File: config.mk
export PLATFORM = sky130hd
export DESIGN_NAME = tqvp_pmod_sequencer
export DESIGN_NICKNAME = d
export VERILOG_FILES = /design/src/rtl/tqvp_seq_pkg.sv /design/src/rtl/tqvp_seq_tick.sv /design/src/rtl/tqvp_pmod_sequencer.sv
export SDC_FILE = /design/constraint.sdc
export NUM_CORES = 1
export LEC_CHECK = 0
export CORE_ASPECT_RATIO = 0.5
export CORE_UTILIZATION = 35
export CTS_CLUSTER_DIAMETER = 100
export DETAILED_ROUTE_END_ITERATION = 6
export DONT_BUFFER_PORTS = 1
export PLACE_DENSITY = 0.53
export SLEW_MARGIN = 20
export SYNTH_ARGS = -nofsm -noshare
export SYNTH_HDL_FRONTEND = slang
export SYNTH_HIERARCHICAL = 1
export SYNTH_SLANG_ARGS = --single-unit
File: constraint.sdc
create_clock -name clk -period 11 [get_ports clk]
set_input_delay 3.3 -clock clk [delete_from_list [all_inputs] [get_ports clk]]
set_output_delay 3.3 -clock clk [all_outputs]
set_load 0.02 [all_outputs]
File: src/rtl/tqvp_seq_pkg.sv
// ============================================================================
// Module      : tqvp_seq_pkg
// Description : Register map, control/status bit positions and shared types
//               for the PMOD pattern sequencer.
// Revision    : 1.0 - initial release
// ============================================================================
`default_nettype none

package tqvp_seq_pkg;

  localparam logic [5:0] ADDR_CTRL     = 6'h00;
  localparam logic [5:0] ADDR_PRESCALE = 6'h04;
  localparam logic [5:0] ADDR_LENGTH   = 6'h08;
  localparam logic [5:0] ADDR_REPEAT   = 6'h0C;
  localparam logic [5:0] ADDR_IDLE     = 6'h10;
  localparam logic [5:0] ADDR_STATUS   = 6'h14;
  localparam logic [5:0] ADDR_PATTERN  = 6'h20;

  localparam int CTRL_START = 0;
  localparam int CTRL_STOP  = 1;
  localparam int CTRL_LOOP  = 2;

  localparam int STAT_BUSY       = 0;
  localparam int STAT_DONE       = 1;
  localparam int STAT_INDEX_LSB  = 4;
  localparam int STAT_REMAIN_LSB = 8;

  typedef enum logic [1:0] {
    XFER_BYTE = 2'b00,
    XFER_HALF = 2'b01,
    XFER_WORD = 2'b10,
    XFER_NONE = 2'b11
  } xfer_size_t;

  typedef enum logic [0:0] {
    ST_IDLE = 1'b0,
    ST_RUN  = 1'b1
  } seq_state_t;

  // Narrow writes only replace the low byte/half of the existing value.
  function automatic logic [31:0] merge_write(input logic [31:0] old_val,
                                              input logic [31:0] wdata,
                                              input logic [1:0]  size);
    case (size)
      XFER_BYTE: merge_write = {old_val[31:8], wdata[7:0]};
      XFER_HALF: merge_write = {old_val[31:16], wdata[15:0]};
      default:   merge_write = wdata;
    endcase
  endfunction

endpackage

`default_nettype wire

File: src/rtl/tqvp_seq_tick.sv
// ============================================================================
// Module      : tqvp_seq_tick
// Description : Step prescaler; pulses tick once every period+1 enabled cycles.
// Revision    : 1.0 - initial release
// ============================================================================
`default_nettype none

module tqvp_seq_tick #(
  parameter int W = 16
) (
  input  logic         clk,
  input  logic         rst_n,
  input  logic         clear,
  input  logic         enable,
  input  logic [W-1:0] period,
  output logic         tick
);

  logic [W-1:0] r_count;

  assign tick = enable && !clear && (r_count == period);

  always_ff @(posedge clk) begin
    if (!rst_n || clear) begin
      r_count <= '0;
    end else if (enable) begin
      r_count <= tick ? '0 : r_count + 1'b1;
    end
  end

endmodule

`default_nettype wire

File: src/rtl/tqvp_pmod_sequencer.sv
// ============================================================================
// Module      : tqvp_pmod_sequencer
// Description : Register-programmed byte pattern sequencer driving uo_out.
// Revision    : 1.0 - initial release
// ============================================================================
`default_nettype none

module tqvp_pmod_sequencer
  import tqvp_seq_pkg::*;
#(
  parameter int NSTEPS     = 8,
  parameter int PRESCALE_W = 16
) (
  input  logic        clk,
  input  logic        rst_n,
  input  logic [7:0]  ui_in,
  output logic [7:0]  uo_out,
  input  logic [5:0]  address,
  input  logic [31:0] data_in,
  input  logic [1:0]  data_write_n,
  input  logic [1:0]  data_read_n,
  output logic [31:0] data_out,
  output logic        data_ready
);

  localparam int IDX_W = (NSTEPS > 1) ? $clog2(NSTEPS) : 1;
  localparam logic [6:0] PAT_END = 7'(ADDR_PATTERN) + 7'(NSTEPS);

  seq_state_t            r_state, w_state_nxt;
  logic [IDX_W-1:0]      r_index, w_index_nxt, w_index_inc;
  logic [7:0]            r_remain, w_remain_nxt;
  logic                  r_done, w_done_nxt;
  logic [7:0]            r_uo, w_uo_nxt;
  logic [PRESCALE_W-1:0] r_prescale;
  logic [IDX_W-1:0]      r_length;
  logic [7:0]            r_repeat;
  logic [7:0]            r_idle;
  logic                  r_loop;
  logic [7:0]            r_pattern [NSTEPS];

  logic                  w_wr, w_wr_ctrl, w_wr_pat, w_start, w_stop;
  logic                  w_busy, w_tick, w_pat_hit;
  logic [IDX_W-1:0]      w_pat_idx;
  logic [7:0]            w_idle_nxt;
  logic [31:0]           w_prescale_merged, w_status;
  logic                  w_unused_ok;

  assign w_unused_ok = ^{ui_in, data_read_n};
  assign data_ready  = 1'b1;
  assign uo_out      = r_uo;

  assign w_busy      = (r_state == ST_RUN);
  assign w_wr        = (data_write_n != XFER_NONE);
  assign w_wr_ctrl   = w_wr && (address == ADDR_CTRL);
  assign w_start     = w_wr_ctrl && data_in[CTRL_START] && !data_in[CTRL_STOP];
  assign w_stop      = w_wr_ctrl && data_in[CTRL_STOP];
  assign w_pat_hit   = ({1'b0, address} >= 7'(ADDR_PATTERN)) && ({1'b0, address} < PAT_END);
  assign w_pat_idx   = IDX_W'(address - ADDR_PATTERN);
  assign w_wr_pat    = w_wr && w_pat_hit;
  assign w_index_inc = r_index + 1'b1;
  assign w_idle_nxt  = (w_wr && address == ADDR_IDLE) ? data_in[7:0] : r_idle;
  assign w_prescale_merged = merge_write(32'(r_prescale), data_in, data_write_n);

  tqvp_seq_tick #(
    .W (PRESCALE_W)
  ) u_tick (
    .clk    (clk),
    .rst_n  (rst_n),
    .clear  (!w_busy || w_stop),
    .enable (w_busy),
    .period (r_prescale),
    .tick   (w_tick)
  );

  // Timing/length/repeat are frozen while a sequence is running.
  always_ff @(posedge clk) begin
    if (!rst_n) begin
      r_prescale <= '0;
      r_length   <= '0;
      r_repeat   <= '0;
      r_idle     <= '0;
      r_loop     <= 1'b0;
    end else begin
      r_idle <= w_idle_nxt;
      if (w_wr_ctrl) r_loop <= data_in[CTRL_LOOP];
      if (w_wr && !w_busy) begin
        if (address == ADDR_PRESCALE) r_prescale <= w_prescale_merged[PRESCALE_W-1:0];
        if (address == ADDR_LENGTH)   r_length   <= data_in[IDX_W-1:0];
        if (address == ADDR_REPEAT)   r_repeat   <= data_in[7:0];
      end
    end
  end

  for (genvar i = 0; i < NSTEPS; i++) begin : g_pattern
    always_ff @(posedge clk) begin
      if (!rst_n) begin
        r_pattern[i] <= 8'h00;
      end else if (w_wr_pat && (w_pat_idx == IDX_W'(i))) begin
        r_pattern[i] <= data_in[7:0];
      end
    end
  end

  always_ff @(posedge clk) begin
    if (!rst_n) begin
      r_state  <= ST_IDLE;
      r_index  <= '0;
      r_remain <= '0;
      r_done   <= 1'b0;
      r_uo     <= 8'h00;
    end else begin
      r_state  <= w_state_nxt;
      r_index  <= w_index_nxt;
      r_remain <= w_remain_nxt;
      r_done   <= w_done_nxt;
      r_uo     <= w_uo_nxt;
    end
  end

  always_comb begin
    w_state_nxt  = r_state;
    w_index_nxt  = r_index;
    w_remain_nxt = r_remain;
    w_done_nxt   = r_done;
    w_uo_nxt     = r_uo;
    case (r_state)
      ST_IDLE: begin
        w_uo_nxt = w_idle_nxt;
        if (w_start) begin
          w_state_nxt  = ST_RUN;
          w_index_nxt  = '0;
          w_remain_nxt = r_repeat;
          w_done_nxt   = 1'b0;
          w_uo_nxt     = r_pattern[0];
        end
      end
      ST_RUN: begin
        if (w_stop) begin
          w_state_nxt = ST_IDLE;
          w_index_nxt = '0;
          w_done_nxt  = 1'b0;
          w_uo_nxt    = w_idle_nxt;
        end else if (w_tick) begin
          if (r_index != r_length) begin
            w_index_nxt = w_index_inc;
            w_uo_nxt    = r_pattern[w_index_inc];
          end else if (r_loop || r_remain != 8'h00) begin
            w_index_nxt = '0;
            w_uo_nxt    = r_pattern[0];
            if (!r_loop) w_remain_nxt = r_remain - 8'h01;
          end else begin
            w_state_nxt = ST_IDLE;
            w_index_nxt = '0;
            w_done_nxt  = 1'b1;
            w_uo_nxt    = w_idle_nxt;
          end
        end
      end
      default: w_state_nxt = ST_IDLE;
    endcase
  end

  always_comb begin
    w_status = '0;
    w_status[STAT_BUSY] = w_busy;
    w_status[STAT_DONE] = r_done;
    w_status[STAT_INDEX_LSB +: IDX_W] = r_index;
    w_status[STAT_REMAIN_LSB +: 8] = r_remain;
  end

  always_comb begin
    data_out = '0;
    case (address)
      ADDR_CTRL:     data_out[CTRL_LOOP] = r_loop;
      ADDR_PRESCALE: data_out = 32'(r_prescale);
      ADDR_LENGTH:   data_out = 32'(r_length);
      ADDR_REPEAT:   data_out = 32'(r_repeat);
      ADDR_IDLE:     data_out = 32'(r_idle);
      ADDR_STATUS:   data_out = w_status;
      default:       if (w_pat_hit) data_out = 32'(r_pattern[w_pat_idx]);
    endcase
  end

endmodule

`default_nettype wire

==> run_results.csv, run 1 <==
group,metric,value,unit
outcome,status,"complete, no violations",
clock_tree,hold_buffers,0,
synthesis,yosysSeqAreaShare,44.5,%
setup_path,cp.arrival,5510,ps
route,dr_wl_met3,1070,µm
route,wl_met2,9660,µm
synthesis,ys_warn_count,6,
sta,rsz0062_at_grt,"no",
pwr,ir_drop,0.0910,mV
route,post_drt_via_cell_ratio,5.48,
floorplanning,io_pins,93,
global_route,grt_pass1_wl,31900,µm
synthesis,synth_cell_type_count,66,
placed_design,port_buffers,0,
synthesis,syn_area,7610,µm²
placed_design,dpl.hpwl,14700,µm
finish,seqCellArea,3380,µm²
synthesis,synth.avg_cell_area,10.4,µm²
sta,slew_headroom,27.8,%
route,dr.pass1.iters,5,
floorplanning,dieHeight,106,µm
clock_tree,cts_resized,0,
sta,fin_skew,15.0,ps
sta,min_period,8810,ps
pwr,power,1.19,mW
route,routedWlPerCell,20.1,µm
finish,drive_gt1_share,12.3,%
route,wl_met1,9440,µm
synthesis,synth-main-ff-cell,"dfxtp_1",
hold_path,hold_class,"flip-flop to flip-flop",
sta,drv_slew,0,
clock_tree,clk_path_buf_depth,2,
clock_tree,clockRootBuffer,"clkbuf_16",
sta,worst_pin_slew,1080,ps
synthesis,ys_top_cells_by_count,"dfxtp_1, and2_1, edfxtp_1, nor2_1",
pwr,comb_power_share,5.0,%
clock_tree,htreeDepth,4,
route,drtAntennaViolNets,0,
placed_design,gp_congestion,0.835,
setup_path,worstSetupEndpointType,"primary output",
floorplanning,dieWidth,210,µm
pwr,p_leak,2.77,nW
route,drt_iter0_markers,533,
clock_tree,tritoncts,"yes",
pwr,p_int,891,µW
clock_tree,clk_pin_slew_worst_paths,60,ps
synthesis,syn_inst,731,
synthesis,synth_top_area_share,25.3,%
clock_tree,clock_latency,430,ps
finish,fin_cells,1017,
synthesis,synth.most_common_cell,"dfxtp_1",
pwr,pwr-share-clk,48.2,%
setup_path,cp_max_fo,20,
finish,n_fill_cell,2048,
route,vias,5572,
finish,antenna_cells,0,
setup_path,required,7700,ps
global_route,grt-ovfl-total,0,
route,top_layer_used,"met4",
floorplanning,core_area,20900,µm²
synthesis,ys_ff_latch,137,
setup_path,start_kind,"input port",
placed_design,dp.cells,985,
global_route,grt_usage,19.0,%
pwr,power.switching,297,µW
floorplanning,die_area,22400,µm²
route,drc,0,
sta,hold_viol,0,
pwr,netSwitchingFraction,25.0,%
sta,tns,0,ps
finish,multi_input_area,3880,µm²
floorplanning,initial_utilization,36.4,%
clock_tree,clock_sink_count,137,
job,drv_cap,0,
clock_tree,post_cts_buffers,0,
sta,finalSetupViolations,0,
clock_tree,cts-buffers-inserted,17,
global_route,grt_start_max_net_pins,47,
pwr,seqPwrFrac,46.8,%
finish,area_growth,9.62,%
pwr,powerDensity,142,nW/µm²
setup_path,critPathKind,"input port to primary output",
sta,fmax,113,MHz
synthesis,synth.top_cells.by_area,"edfxtp_1, dfxtp_1, mux4_2, mux2i_1, and2_1",
floorplanning,row_count,37,
finish,final_nets,768,
global_route,antenna_found_initial,0,
route,wl,20400,µm
synthesis,yosysTopAreaCell,"edfxtp_1",
global_route,grt_pass1_vias,5434,
synthesis,synth_edf_count,64,
sta,period_share,80.1,%
synthesis,synthArstFlopShare,0,%
## state kept, by name, indices dropped and copies added (netlist names)
| register | count |
|---|---|
| r_length | 3 |
| r_loop | 1 |
| r_prescale | 16 |
| r_index | 3 |
| u_tick/r_count | 16 |
| r_repeat | 8 |
| r_state | 1 |
| uo_out | 8 |
| r_idle | 8 |
| r_done | 1 |
| r_pattern | 64 |
| r_remain | 8 |
## worst paths after layout
kind                                                from                       end  slack, ps  cells after the start
worst max register to register        r_state$_SDFF_PN0_   r_index[2]$_SDFFE_PN0P_       6930                     12
worst max-delay path                          address[5]               data_out[3]       2190                      4
worst min-delay path            r_repeat[5]$_SDFFE_PN0P_  r_repeat[5]$_SDFFE_PN0P_        500                      2
worst min register to register  r_repeat[5]$_SDFFE_PN0P_  r_repeat[5]$_SDFFE_PN0P_        500                      2
## through the flow
stage | hold WS, ps | setup WS [ps] | utilization [%] | area [µm²]
floorplan | 438 | 2670 | - | 7660
global placement | 487 | 2280 | 37.1 | 7760
detailed placement | 490 | 2230 | 37.1 | 7760
CTS | 500 | 2230 | 39.9 | 8340
global route | 518 | 2090 | 39.9 | 8340
finish | 501 | 2190 | 39.9 | 8340
## metal layers
metal	GRT usage, %	up-vias
met4	6.11	0
met1	25.6	2750
met3	3.60	20
li1	-	2635
met5	0	-
met2	30.7	167
## logic make-up (layout without fill, tap and decap cells)
family          count (synthesis)  after routing  synth area share, %
simple gates                  263            263                 18.1
flops                         137            137                 44.5
compound gates                134            134                 12.3
mux                            80             80                 15.1
buf+inv                        76             55                 5.30
xor+xnor                       35             35                 4.03
fa+ha+maj                       4              4                0.658
other cells                     2             17               0.0987
## placed cells by master, fill, tap and decap left out, types with 3 or more instances in the layout
cell       Yosys  routed
xnor2_1       15      15
dfxtp_1       73      73
buf_4         21      13
a22o_1         9       9
a31oi_1        6       6
nor3b_1        3       3
xor2_1        20      20
nor3_1        15      15
inv_8          0       3
mux4_2        27      27
clkbuf_16      0      17
nand2_1       47      47
a222oi_1       7       7
a211oi_1       4       4
edfxtp_1      64      64
nand2b_1       6       6
a21oi_1       32      32
o21ai_1        2       3
o211ai_1       5       5
mux2_2         6       6
inv_1          8       8
conb_1         2      17
a22oi_1        6       6
nand4_1        8       8
o21ai_0       32      31
o31ai_1        4       4
o32ai_1        7       7
inv_6          0       6
nor4_1         8       8
and3_1         6       6
ha_1           4       4
and2_1        68      68
nand3_1       27      27
nor2_1        60      60
mux2i_1       47      47
a221oi_1       5       5
## final cells by class
| type | count | area share [%] |
|---|---|---|
| Multi-Input combinational cell | 533 | 46.5 |
| Sequential cell | 137 | 40.6 |
| Clock buffer | 17 | 5.10 |
| Tap cell | 292 | 4.38 |
| Clock inverter | 15 | 1.83 |
| Timing Repair Buffer | 13 | 1.17 |
| Inverter | 10 | 0.450 |
## critical path, cell delays in order
cell and delay, ps:
nor4_4 770, and2_1 790, a222oi_1 290, o21ai_0 350
## power by group through the flow
| stage | registers [mW] | clock network (mW) | logic (mW) |
|---|---|---|---|
| floorplan | 0.563 | 0 | 0.0582 |
| finish | 0.556 | 0.573 | 0.0593 |
| CTS | 0.556 | 0.582 | 0.0590 |
| detailed placement | 0.567 | 0 | 0.0589 |
| global route | 0.557 | 0.603 | 0.0635 |
| global placement | 0.566 | 0 | 0.0583 |
(Power assumes the default switching activity.)
==> inputs of run 2 (changes only) <==
--- a/config.mk
+++ b/config.mk
@@ -10,7 +10,7 @@
 export CTS_CLUSTER_DIAMETER = 100
 export DETAILED_ROUTE_END_ITERATION = 6
 export DONT_BUFFER_PORTS = 1
-export PLACE_DENSITY = 0.53
+export PLACE_DENSITY = 0.55
 export SLEW_MARGIN = 20
 export SYNTH_ARGS = -nofsm -noshare
 export SYNTH_HDL_FRONTEND = slang
==> constraint.sdc (replaced) <==
create_clock -name clk -period 8 [get_ports clk]
set_input_delay 2.4 -clock clk [delete_from_list [all_inputs] [get_ports clk]]
set_output_delay 2.4 -clock clk [all_outputs]
set_load 0.02 [all_outputs]
==> run 2 against run 1 <==
Compared with the run above:
- global-route usage up 0.23 points
- worst hold slack worse by 12 ps
- register-to-register slack worse by 2200 ps
- cell area up 0.65%
- sequential cell count unchanged
- clock skew down 6.7 ps
- critical path type unchanged
==> run_results.csv, run 2 (synthesis gave the netlist of run 1 again) <==
group,metric,value,unit
route,drc,0,
sta,tns,0,ps
pwr,p_leak,2.80,nW
global_route,grt_start_max_net_pins,47,
pwr,pwr-share-clk,50.0,%
setup_path,required,5600,ps
finish,area_growth,10.3,%
route,drt_iter0_markers,635,
placed_design,gp_congestion,0.849,
clock_tree,post_cts_buffers,0,
clock_tree,clock_latency,430,ps
finish,drive_gt1_share,12.5,%
clock_tree,clock_sink_count,137,
placed_design,dpl.hpwl,14600,µm
finish,regMostFlops,"r_pattern",
setup_path,start_kind,"input port",
sta,rsz0062_at_grt,"no",
finish,largest_reg_flops,64,
floorplanning,dieWidth,210,µm
pwr,powerDensity,202,nW/µm²
pwr,netSwitchingFraction,23.9,%
pwr,comb_power_share,4.8,%
floorplanning,initial_utilization,36.4,%
sta,period_share,85.5,%
finish,design_area,8390,µm²
setup_path,cpLargestDelayFamily,"simple AND/OR/NAND/NOR gates",
setup_path,cp_cell_sequence,"or4b_2 -> nor3_1 -> a222oi_1 -> o21ai_0",
sta,finalSetupViolations,0,
pwr,ir_drop,0.130,mV
floorplanning,die_area,22400,µm²
setup_path,critPathKind,"input port to primary output",
floorplanning,row_count,37,
finish,reg.largest.list,"r_pattern (64), r_prescale (16), u_tick/r_count (16)",
clock_tree,clk_path_buf_depth,2,
global_route,grt_pass1_wl,32600,µm
pwr,p_int,1.29,mW
clock_tree,cts-buffers-inserted,17,
finish,n_fill_cell,2033,
sta,slew_headroom,35.1,%
finish,final_nets,769,
setup_path,max_stage_delay,750,ps
sta,min_period,6840,ps
finish,antenna_cells,0,
setup_path,cp.arrival,4440,ps
clock_tree,clk_pin_slew_worst_paths,60,ps
clock_tree,clockRootBuffer,"clkbuf_16",
clock_tree,cts_resized,0,
finish,final_common_cell,"dfxtp_1",
outcome,status,"complete, no violations",
setup_path,cp_max_fo,7,
sta,drv_slew,0,
placed_design,port_buffers,0,
placed_design,dpl_cell_area,7770,µm²
route,vias,5669,
hold_path,hold_class,"flip-flop to flip-flop",
route,wl,20300,µm
finish,layout_common_cells,"dfxtp_1, and2_1, edfxtp_1",
global_route,antenna_found_initial,0,
finish,multi_input_area,3880,µm²
global_route,grt-ovfl-total,0,
pwr,seqPwrFrac,45.2,%
route,dr.pass1.iters,5,
sta,fmax,146,MHz
setup_path,critPathBufInv,0,
pwr,power.switching,404,µW
finish,seqCellArea,3380,µm²
route,post_drt_via_cell_ratio,5.57,
setup_path,crit_slowest_cell,"or4b_2",
floorplanning,core_area,20900,µm²
sta,fin_skew,8.31,ps
setup_path,worstSetupEndpointType,"primary output",
route,drtAntennaViolNets,0,
clock_tree,hold_buffers,0,
global_route,grt_usage,19.2,%
clock_tree,tritoncts,"yes",
sta,worst_pin_slew,971,ps
global_route,grt_pass1_vias,5519,
floorplanning,dieHeight,106,µm
route,routedWlPerCell,20.0,µm
sta,hold_viol,0,
clock_tree,htreeDepth,4,
floorplanning,io_pins,93,
job,drv_cap,0,
-- run 2: cell types whose count changed in the layout (fill, tap and decap cells not counted) --
cell        delta
bufinv_16      +2
inv_6          +2
buf_4          +1
clkinv_1       -1
clkinv_4       -1
clkinvlp_4     -1
inv_8          -1
-- run 2: routing by layer --
layer  global-route usage [%]  up-vias  wire length [µm]  part of all wire [%]
li1                         -     2644                 -                     -
met1                     25.8     2813              9170                    45
met2                     31.2      184              9660                    48
met3                     3.66       28              1160                   5.7
met4                     6.31        0               320                   1.6
met5                        0        -                 0                     0
-- run 2: final cells by class --
cell class,count,area share (%)
sequential,137,40.3
clock inverter,15,2.37
tap,292,4.35
clock buffer,17,5.07
inverter,10,0.447
timing repair buffer,14,1.25
multi-input combinational,533,46.2
-- run 2: path summary, 6_finish.rpt --
path	startpoint	to	slack (ps)	cells after the start
worst max-delay path	address[5]	data_out[2]	1160	4
worst min-delay path	r_done$_SDFFE_PN0P_	r_done$_SDFFE_PN0P_	490	2
worst max register to register	r_state$_SDFF_PN0_	r_index[2]$_SDFFE_PN0P_	4720	12
worst min register to register	r_done$_SDFFE_PN0P_	r_done$_SDFFE_PN0P_	490	2
-- run 2: metrics by stage --
step           setup slack (ps)  utilization (%)  power [mW]  hold WS [ps]  std cells
3_3_place_gp               1210             37.1       0.858           466        986
3_5_place_dp               1180             37.1       0.861           467        986
5_1_grt                    1020             40.1        1.74           499       1018
6_report                   1160             40.1        1.69           489       1018
4_1_cts                    1180             40.1        1.70           488       1018
2_1_floorplan              1470                -       0.855           438        746
-- run 2: power by group through the flow --
stage	Combinational, mW	Clock (mW)	Sequential [mW]
6_report	0.0813	0.847	0.765
5_1_grt	0.0870	0.889	0.767
4_1_cts	0.0809	0.856	0.765
3_5_place_dp	0.0808	0	0.780
3_3_place_gp	0.0800	0	0.778
2_1_floorplan	0.0800	0	0.775
-- run 2: tightest hold or removal path, cell delays in order, from the launching register on --
cell and delay, ps:
dfxtp_1 340, a21oi_1 50, nor2_1 70
